$ cat config.mk
export PLATFORM = sky130hd
export DESIGN_NAME = alu_cmd_sequencer
export DESIGN_NICKNAME = d
export VERILOG_FILES = /design/src/rtl/alu_pkg.sv /design/src/rtl/alu_cmd_fifo.sv /design/src/rtl/alu_cmd_sequencer.sv
export SDC_FILE = /design/constraint.sdc
export NUM_CORES = 1
export LEC_CHECK = 0
export ABC_AREA = 0
export CAP_MARGIN = 20
export CELL_PAD_IN_SITES_DETAIL_PLACEMENT = 1
export CELL_PAD_IN_SITES_GLOBAL_PLACEMENT = 1
export CORE_UTILIZATION = 48
export CTS_CLUSTER_DIAMETER = 200
export DETAILED_ROUTE_END_ITERATION = 6
export GPL_TIMING_DRIVEN = 0
export PLACE_DENSITY = 0.88
export RECOVER_POWER = 25
export SYNTH_ARGS = -nofsm -noshare
export SYNTH_HDL_FRONTEND = slang
export SYNTH_HIERARCHICAL = 1
export SYNTH_SLANG_ARGS = --single-unit
$ cat constraint.sdc
create_clock -name clk -period 5.7 [get_ports clk]
set_input_delay 1.71 -clock clk [delete_from_list [all_inputs] [get_ports clk]]
set_output_delay 1.71 -clock clk [all_outputs]
set_load 0.05 [all_outputs]
$ cat src/rtl/alu_pkg.sv
// alu_pkg: types shared by the ALU and its command front-end.
//   alu_op_e   2-bit opcode (add, sub, mul, div)
//   alu_cmd_t  packed command {op, a, b} at the default ALU width
//   ALU_WIDTH  default operand/result width
package alu_pkg;

  localparam int unsigned ALU_WIDTH = 8;

  typedef enum logic [1:0] {
    OP_ADD = 2'd0,
    OP_SUB = 2'd1,
    OP_MUL = 2'd2,
    OP_DIV = 2'd3
  } alu_op_e;

  typedef struct packed {
    alu_op_e                op;
    logic [ALU_WIDTH-1:0]   a;
    logic [ALU_WIDTH-1:0]   b;
  } alu_cmd_t;

endpackage

$ cat src/rtl/alu_cmd_fifo.sv
// alu_cmd_fifo: synchronous FIFO with a combinational head read.
//   clk, rst_n   clock, asynchronous active-low reset
//   push, push_data   write request (ignored when full)
//   pop          read request (ignored when empty)
//   head         oldest entry, valid while !empty
//   count        occupancy 0..DEPTH
//   full, empty  decoded from the registered count
module alu_cmd_fifo #(
  parameter int unsigned DEPTH = 4,
  parameter int unsigned DW    = 18
) (
  input  logic                     clk,
  input  logic                     rst_n,
  input  logic                     push,
  input  logic [DW-1:0]            push_data,
  input  logic                     pop,
  output logic [DW-1:0]            head,
  output logic [$clog2(DEPTH):0]   count,
  output logic                     full,
  output logic                     empty
);

  localparam int unsigned  AW       = $clog2(DEPTH);
  localparam logic [AW:0]  FULL_CNT = (AW + 1)'(DEPTH);

  logic [DW-1:0] mem_q [DEPTH];
  logic [AW-1:0] wr_ptr_q, wr_ptr_d;
  logic [AW-1:0] rd_ptr_q, rd_ptr_d;
  logic [AW:0]   count_q, count_d;
  logic          do_push, do_pop;

  assign full  = (count_q == FULL_CNT);
  assign empty = (count_q == '0);
  assign count = count_q;
  assign head  = mem_q[rd_ptr_q];

  always_comb begin
    do_push  = push && !full;
    do_pop   = pop && !empty;
    // DEPTH is a power of two, so pointer overflow is the modulo wrap
    wr_ptr_d = wr_ptr_q + AW'(do_push);
    rd_ptr_d = rd_ptr_q + AW'(do_pop);
    count_d  = count_q;
    case ({do_push, do_pop})
      2'b10:   count_d = count_q + 1'b1;
      2'b01:   count_d = count_q - 1'b1;
      default: count_d = count_q;
    endcase
  end

  always_ff @(posedge clk or negedge rst_n) begin
    if (!rst_n) begin
      wr_ptr_q <= '0;
      rd_ptr_q <= '0;
      count_q  <= '0;
    end else begin
      wr_ptr_q <= wr_ptr_d;
      rd_ptr_q <= rd_ptr_d;
      count_q  <= count_d;
    end
  end

  always_ff @(posedge clk) begin
    if (do_push) mem_q[wr_ptr_q] <= push_data;
  end

endmodule

$ cat src/rtl/alu_cmd_sequencer.sv
// alu_cmd_sequencer: buffered command front-end for the combinational ALU.
//   cmd_valid/cmd_ready, cmd_op/cmd_a/cmd_b   command input handshake
//   alu_a/alu_b/alu_sel -> ALU, alu_out <- ALU (head of queue, 0 when empty)
//   res_valid/res_ready, res_data/res_op/res_err  registered result handshake
//   fifo_count                                 queued command count
// Optional macro DIV_ZERO_CHECK_EN: a divide by zero yields res_err=1 and
// res_data all-ones instead of the ALU's own output.
module alu_cmd_sequencer
  import alu_pkg::*;
#(
  parameter int unsigned DEPTH = 4,
  parameter int unsigned WIDTH = ALU_WIDTH
) (
  input  logic                     clk,
  input  logic                     rst_n,
  input  logic                     cmd_valid,
  output logic                     cmd_ready,
  input  logic [1:0]               cmd_op,
  input  logic [WIDTH-1:0]         cmd_a,
  input  logic [WIDTH-1:0]         cmd_b,
  output logic [WIDTH-1:0]         alu_a,
  output logic [WIDTH-1:0]         alu_b,
  output logic [1:0]               alu_sel,
  input  logic [WIDTH-1:0]         alu_out,
  output logic                     res_valid,
  input  logic                     res_ready,
  output logic [WIDTH-1:0]         res_data,
  output logic [1:0]               res_op,
  output logic                     res_err,
  output logic [$clog2(DEPTH):0]   fifo_count
);

  localparam int unsigned DW = 2 + 2 * WIDTH;

  logic [DW-1:0]    head;
  logic             fifo_full, fifo_empty;
  logic             push, issue;
  alu_op_e          head_op;
  logic [WIDTH-1:0] head_a, head_b;

  logic             res_valid_q, res_valid_d;
  logic [WIDTH-1:0] res_data_q,  res_data_d;
  logic [1:0]       res_op_q,    res_op_d;
  logic             res_err_q,   res_err_d;

  assign head_op = alu_op_e'(head[DW-1 -: 2]);
  assign head_a  = head[2*WIDTH-1 -: WIDTH];
  assign head_b  = head[WIDTH-1:0];

  // cmd_ready depends only on the registered count: no full-and-popping bypass
  assign cmd_ready = !fifo_full;
  assign push      = cmd_valid && cmd_ready;
  assign issue     = !fifo_empty && (!res_valid_q || res_ready);

  alu_cmd_fifo #(
    .DEPTH (DEPTH),
    .DW    (DW)
  ) u_fifo (
    .clk       (clk),
    .rst_n     (rst_n),
    .push      (push),
    .push_data ({cmd_op, cmd_a, cmd_b}),
    .pop       (issue),
    .head      (head),
    .count     (fifo_count),
    .full      (fifo_full),
    .empty     (fifo_empty)
  );

  always_comb begin
    alu_a   = '0;
    alu_b   = '0;
    alu_sel = '0;
    if (!fifo_empty) begin
      alu_a   = head_a;
      alu_b   = head_b;
      alu_sel = head_op;
    end
  end

  always_comb begin
    res_valid_d = res_valid_q;
    res_data_d  = res_data_q;
    res_op_d    = res_op_q;
    res_err_d   = res_err_q;
    if (issue) begin
      res_valid_d = 1'b1;
      res_op_d    = head_op;
      res_data_d  = alu_out;
      res_err_d   = 1'b0;
`ifdef DIV_ZERO_CHECK_EN
      if (head_op == OP_DIV && head_b == '0) begin
        res_data_d = '1;
        res_err_d  = 1'b1;
      end
`endif
    end else if (res_valid_q && res_ready) begin
      res_valid_d = 1'b0;
    end
  end

  always_ff @(posedge clk or negedge rst_n) begin
    if (!rst_n) begin
      res_valid_q <= 1'b0;
      res_data_q  <= '0;
      res_op_q    <= '0;
      res_err_q   <= 1'b0;
    end else begin
      res_valid_q <= res_valid_d;
      res_data_q  <= res_data_d;
      res_op_q    <= res_op_d;
      res_err_q   <= res_err_d;
    end
  end

  assign res_valid = res_valid_q;
  assign res_data  = res_data_q;
  assign res_op    = res_op_q;
  assign res_err   = res_err_q;

endmodule

Yosys cells after proc, flatten, opt, wreduce, memory -nomap -nowiden
Memories as Yosys holds them, arrays and structs flattened.
Cells that the tools add are included.

word-level totals
  bits in registers = 18
  RAM bits = 72
  input bits = 30
  output and inout port bits = 34
  memories kept = 1

memory list
  memory        words  bits a word  read ports  clocked after memory_dff  write ports  RTL line            source
  u_fifo.mem_q  4      18           1           0                         1            alu_cmd_fifo.sv:26  logic [DW-1:0] mem_q [DEPTH];

cells by class
  $add $sub $neg = 4
  equality and inequality tests = 3
  mux-type cells = 8
  reduce and logical (&&, ||, !) cells = 12

operators by type and width
  cell                                              number
  two-way mux 8 bit                                 2
  one-hot mux 3 bit (2 select lines)                1
  logical AND 1 bit                                 5
  adder 2 x 1 -> 2 bit                              2
  two-way mux 1 bit                                 4
  nonzero test 2 bit                                2
  adder 3 x 1 -> 3 bit, second input constant       1
  == test 3 bit, second input constant              1
  zero test 1 bit                                   3
  zero test 3 bit                                   1
  subtractor 3 x 1 -> 3 bit, second input constant  1
  == test 2 x 1 -> 1 bit, second input constant     1
  == test 2 bit, second input constant              1
  two-way mux 2 bit                                 1
  logical OR 1 bit                                  1

Longest topological paths before layout
  depth in word-level cells = 6
  mapped depth = 10
  gate-level depth less buffers = 9

Modules after synthesis
Netlist, hierarchy kept.

modules (own cells, without submodules)
  module             instances  cells an instance  area an instance (µm²)  sequential area each (µm²)
  alu_cmd_fifo       1          125                2,996.6                 2,337.2
  alu_cmd_sequencer  1          50                 564.3                   275.3

Worst setup path after synthesis
Ideal clock, no wire load.

  kind = input -> register
  start = input port cmd_valid
  end = memory u_fifo.mem_q[1][0], enable pin
  library setup time = 0.420 ns
  data arrival time = 3.379 ns
  slack = 1.901 ns
  stages on the path = 3
  buffers on the path = 0
  cells stage by stage = nor2b_1 nand2b_1 nor3b_1

on the way
  cells in the longest elaborated chain, start to end = 4

RTL lines
  element                                  RTL line                 source
  start: declaration                       alu_cmd_sequencer.sv:16  input logic cmd_valid,
  logical AND 1 bit                        alu_cmd_sequencer.sv:52  assign push = cmd_valid && cmd_ready;
  logical AND 1 bit                        alu_cmd_fifo.sv:38       do_push = push && !full;
  two-way mux 1 bit                        alu_cmd_fifo.sv:64       if (do_push) mem_q[wr_ptr_q] <= push_data;
  two-way mux 1 bit (implied by the code)  alu_cmd_fifo.sv:64
  end: declaration                         alu_cmd_fifo.sv:26

Every way passes these cells.

Final worst setup path
  start = register u_fifo.count_q[2] (netlist: u_fifo/count[2])
  end = output port alu_a[1]

on the way
  cells in the longest elaborated chain, start to end = 2

RTL lines
  element                   RTL line                 source
  start: declaration        alu_cmd_fifo.sv:29       logic [AW:0] count_q, count_d;
  start signal: assignment  alu_cmd_fifo.sv:59       count_q <= count_d;
  zero test 3 bit           alu_cmd_fifo.sv:33       assign empty = (count_q == '0);
  via fifo_empty            alu_cmd_sequencer.sv:36  logic fifo_full, fifo_empty;
  two-way mux 8 bit         alu_cmd_sequencer.sv:74  if (!fifo_empty) begin
  end: declaration          alu_cmd_sequencer.sv:21  output logic [WIDTH-1:0] alu_a,

The timed path passes the listed nets, and every way through them passes these cells.

==> summary.txt <==
Clock network
  • Cts hold-fix bufs: 0
  • Post_cts resized: 0
  • Root buf cell: clkbuf_8
  • Sink Count: 90
  • # Post-CTS Setup Buffers: 0
  • H-tree levels: 3
  • Clock slew at reported path FFs: 0.09 ns
  • CTS buffer count: 9
  • Clock Tree Buf Depth: 2
  • Worst skew pair latency: 0.36 ns
  • CTS tree: done

Timing
  • Final worst slack: 1.36 ns
  • Final Hold Fails: 0
  • Final setup fails: 0
  • Max Freq: 230 MHz
  • Worst slew pin tran: 1.04 ns
  • Tcrit/Tclk final: 0.762
  • Setup TNS: 0 ns
  • Clock period minus worst slack: 4.34 ns
  • Max-slew headroom: 0.307
  • RSZ-0062 raised after global routing: no
  • Hold slack final: 0.515 ns
  • Clock skew: 0.0100 ns
  • Slew Viols, Final: 0

Placed design
  • Place WS: 1.69 ns
  • Post-DP HPWL: 4.87 mm
  • Port buffer count: 62
  • Gpl congestion: 0.639
  • Placed Area: 0.00438 mm²
  • Placed cells: 340

Floorplan
  • Die area: 0.00777 mm²
  • Rows: 31
  • Chip width: 88.1 µm
  • # IOs: 64
  • Initial core utilization: 0.494
  • Core ar.: 0.00721 mm²
  • Die Y: 88.1 µm

Global route
  • Initial antenna violation count: 0
  • Pin count of the biggest net entering global routing: 19
  • Vias in the first global route: 1995
  • First-pass GRT wire length: 11.0 mm
  • Tot GR Track Use: 0.209
  • Total grt overflow: 0

Worst setup path
  • Top Family by Delay on Critical Path: buffers and inverters
  • Crit path from: u_fifo/count[2]
  • Crit-path slowest cell: clkdlybuf4s50_1
  • CP required: 3.99 ns
  • Crit path max fanout: 10
  • Arr. time, crit path: 2.63 ns
  • Worst path max stage delay: 0.72 ns
  • R2R Setup Slk: 3.31 ns
  • Crit start category: flop
  • Critical Path Sink Type: output pin
  • Worst reg-to-reg path cell count: 5
  • Most common cell on crit path: buf_2
  • Worst R2R Start: u_fifo/count[2]
  • Kind of critical path: flop to output pin
  • CP cell instances: nor3_1 > buf_2 > buf_2 > nor2b_1 > clkdlybuf4s50_1
  • FF-to-FF End: u_fifo/mem_q[1][9]
  • CP Buf/Inv Count: 3
  • CP Capture Point: alu_a[1]
  • Crit path depth: 5

Outcome
  • Outcome: finished, final reports clean

Routing
  • WL final: 7.18 mm
  • Post-DRT Antenna Nets: 0
  • Initial DRC Count: 131
  • DR pass1 iterations: 4
  • DRC: 0
  • Via/cell ratio: 5.28
  • Avg WL per Cell: 20.2 µm
  • Via count: 1881

Synth
  • Async S/R FF share, synth: 0.200
  • Synth Warn #: 6
  • Top-count cell post-synth: edfxtp_1
  • Number of synthesized flops with an enable pin: 72
  • Netlist cell types: 24
  • Yosys top cell area share: 0.607
  • Syn Inst Count: 175
  • Post-Syn Area: 0.00356 mm²
  • Mean post-synth cell area: 20.3 µm²
  • Sequential share of the synthesized area: 0.734
  • Top FF cell, synth: edfxtp_1
  • Syn Nets: 209
  • Top cells by count, synth: edfxtp_1, nor2b_1, dfrtp_1, mux2_2, mux4_2
  • Cell taking the most area after synthesis: edfxtp_1
  • Seq cells post-synth: 90
  • Top cells by area, synth: edfxtp_1, dfrtp_1, mux4_2

Finish
  • Filler cells: 634
  • Design Area, Final: 0.00455 mm²
  • Final core utilization: 0.631
  • Area of the multi-input gates: 870 µm²
  • Register Area: 0.00261 mm²
  • Final nets: 286
  • Share of layout cells above drive strength 1: 0.202
  • Area Growth Syn to Fin: 27.8%
  • Finished Layout Cells: 356
  • N_diodes: 0

Power and ir drop
  • PD cells: 618 mW/mm²
  • Total power: 2.81 mW
  • Worst IR Drop VDD: 0.000336 V
  • Leak pwr: 1.62 nW

Run
  • Maxcap violations: 0

Min path
  • Hold Path Class: flop to flop
report_power, final:
| group | switching, mW | leakage, nW | internal [mW] | total, mW |
|---|---|---|---|---|
| Sequential | 0.0707 | 0.865 | 0.888 | 0.958 |
| Combinational | 0.894 | 0.676 | 0.563 | 1.46 |
| Clock | 0.233 | 0.0799 | 0.163 | 0.397 |
state kept, by name (all words and copies together) (netlist names):
| register | flops |
|---|---|
| res_op | 2 |
| u_fifo/wr_ptr_q | 2 |
| u_fifo/count | 3 |
| res_data | 8 |
| u_fifo/rd_ptr_q | 2 |
| u_fifo/mem_q | 72 |
| res_valid | 1 |
layer usage:
layer | up-vias | routed length, µm | track usage
met3 | 17 | 426 | 0.0462
li1 | 834 | - | -
met4 | 0 | 209 | 0.119
met1 | 955 | 2780 | 0.240
met5 | - | 0 | 0
met2 | 75 | 3770 | 0.362
cell families after synthesis:
group / synth area share
flops: 0.734
mux: 0.157
xor+xnor: 0.0123
simple gates: 0.0492
other cells: 0.00105
buf+inv: 0.0271
fa+ha+maj: 0.0162
compound gates: 0.00386
worst min path at each step:
stage / start / end / slack, ns / cells after the start
global placement: res_data[0] / res_data[0] / 0.49 / 1
finish: res_data[4] / res_data[4] / 0.52 / 1
global route: res_data[5] / res_data[5] / 0.54 / 1
CTS: res_data[4] / res_data[4] / 0.52 / 1
detailed placement: res_data[4] / res_data[4] / 0.50 / 1
floorplan: u_fifo/wr_ptr_q[1] / u_fifo/wr_ptr_q[1] / 0.50 / 1
layout make-up:
class                   instances  share of cell area
repair buffers                 66               0.148
well taps                      99              0.0272
clock buffers                  10              0.0280
plain buffers                   8              0.0154
clock inverters                 6              0.0107
flip-flops and latches         90               0.574
inverters                       7             0.00577
multi-input cells              70               0.191
worst register-to-register path, stage by stage, from the launching register on:
cell and delay, ns:
dfrtp_1 0.42, nor3b_1 0.18, nor2b_1 0.12, nand2b_1 0.21
nor3b_2 0.91, buf_6 0.27
layout by cell type, fill, tap and decap left out, types with 7 or more instances in the layout:
| master | n |
|---|---|
| mux4_2 | 10 |
| clkbuf_8 | 9 |
| dlygate4sd3_1 | 14 |
| inv_1 | 7 |
| nor2b_1 | 20 |
| clkdlybuf4s50_1 | 48 |
| edfxtp_1 | 72 |
| dfrtp_1 | 18 |
| mux4_1 | 8 |
| mux2_2 | 10 |
(Power assumes the default switching activity.)
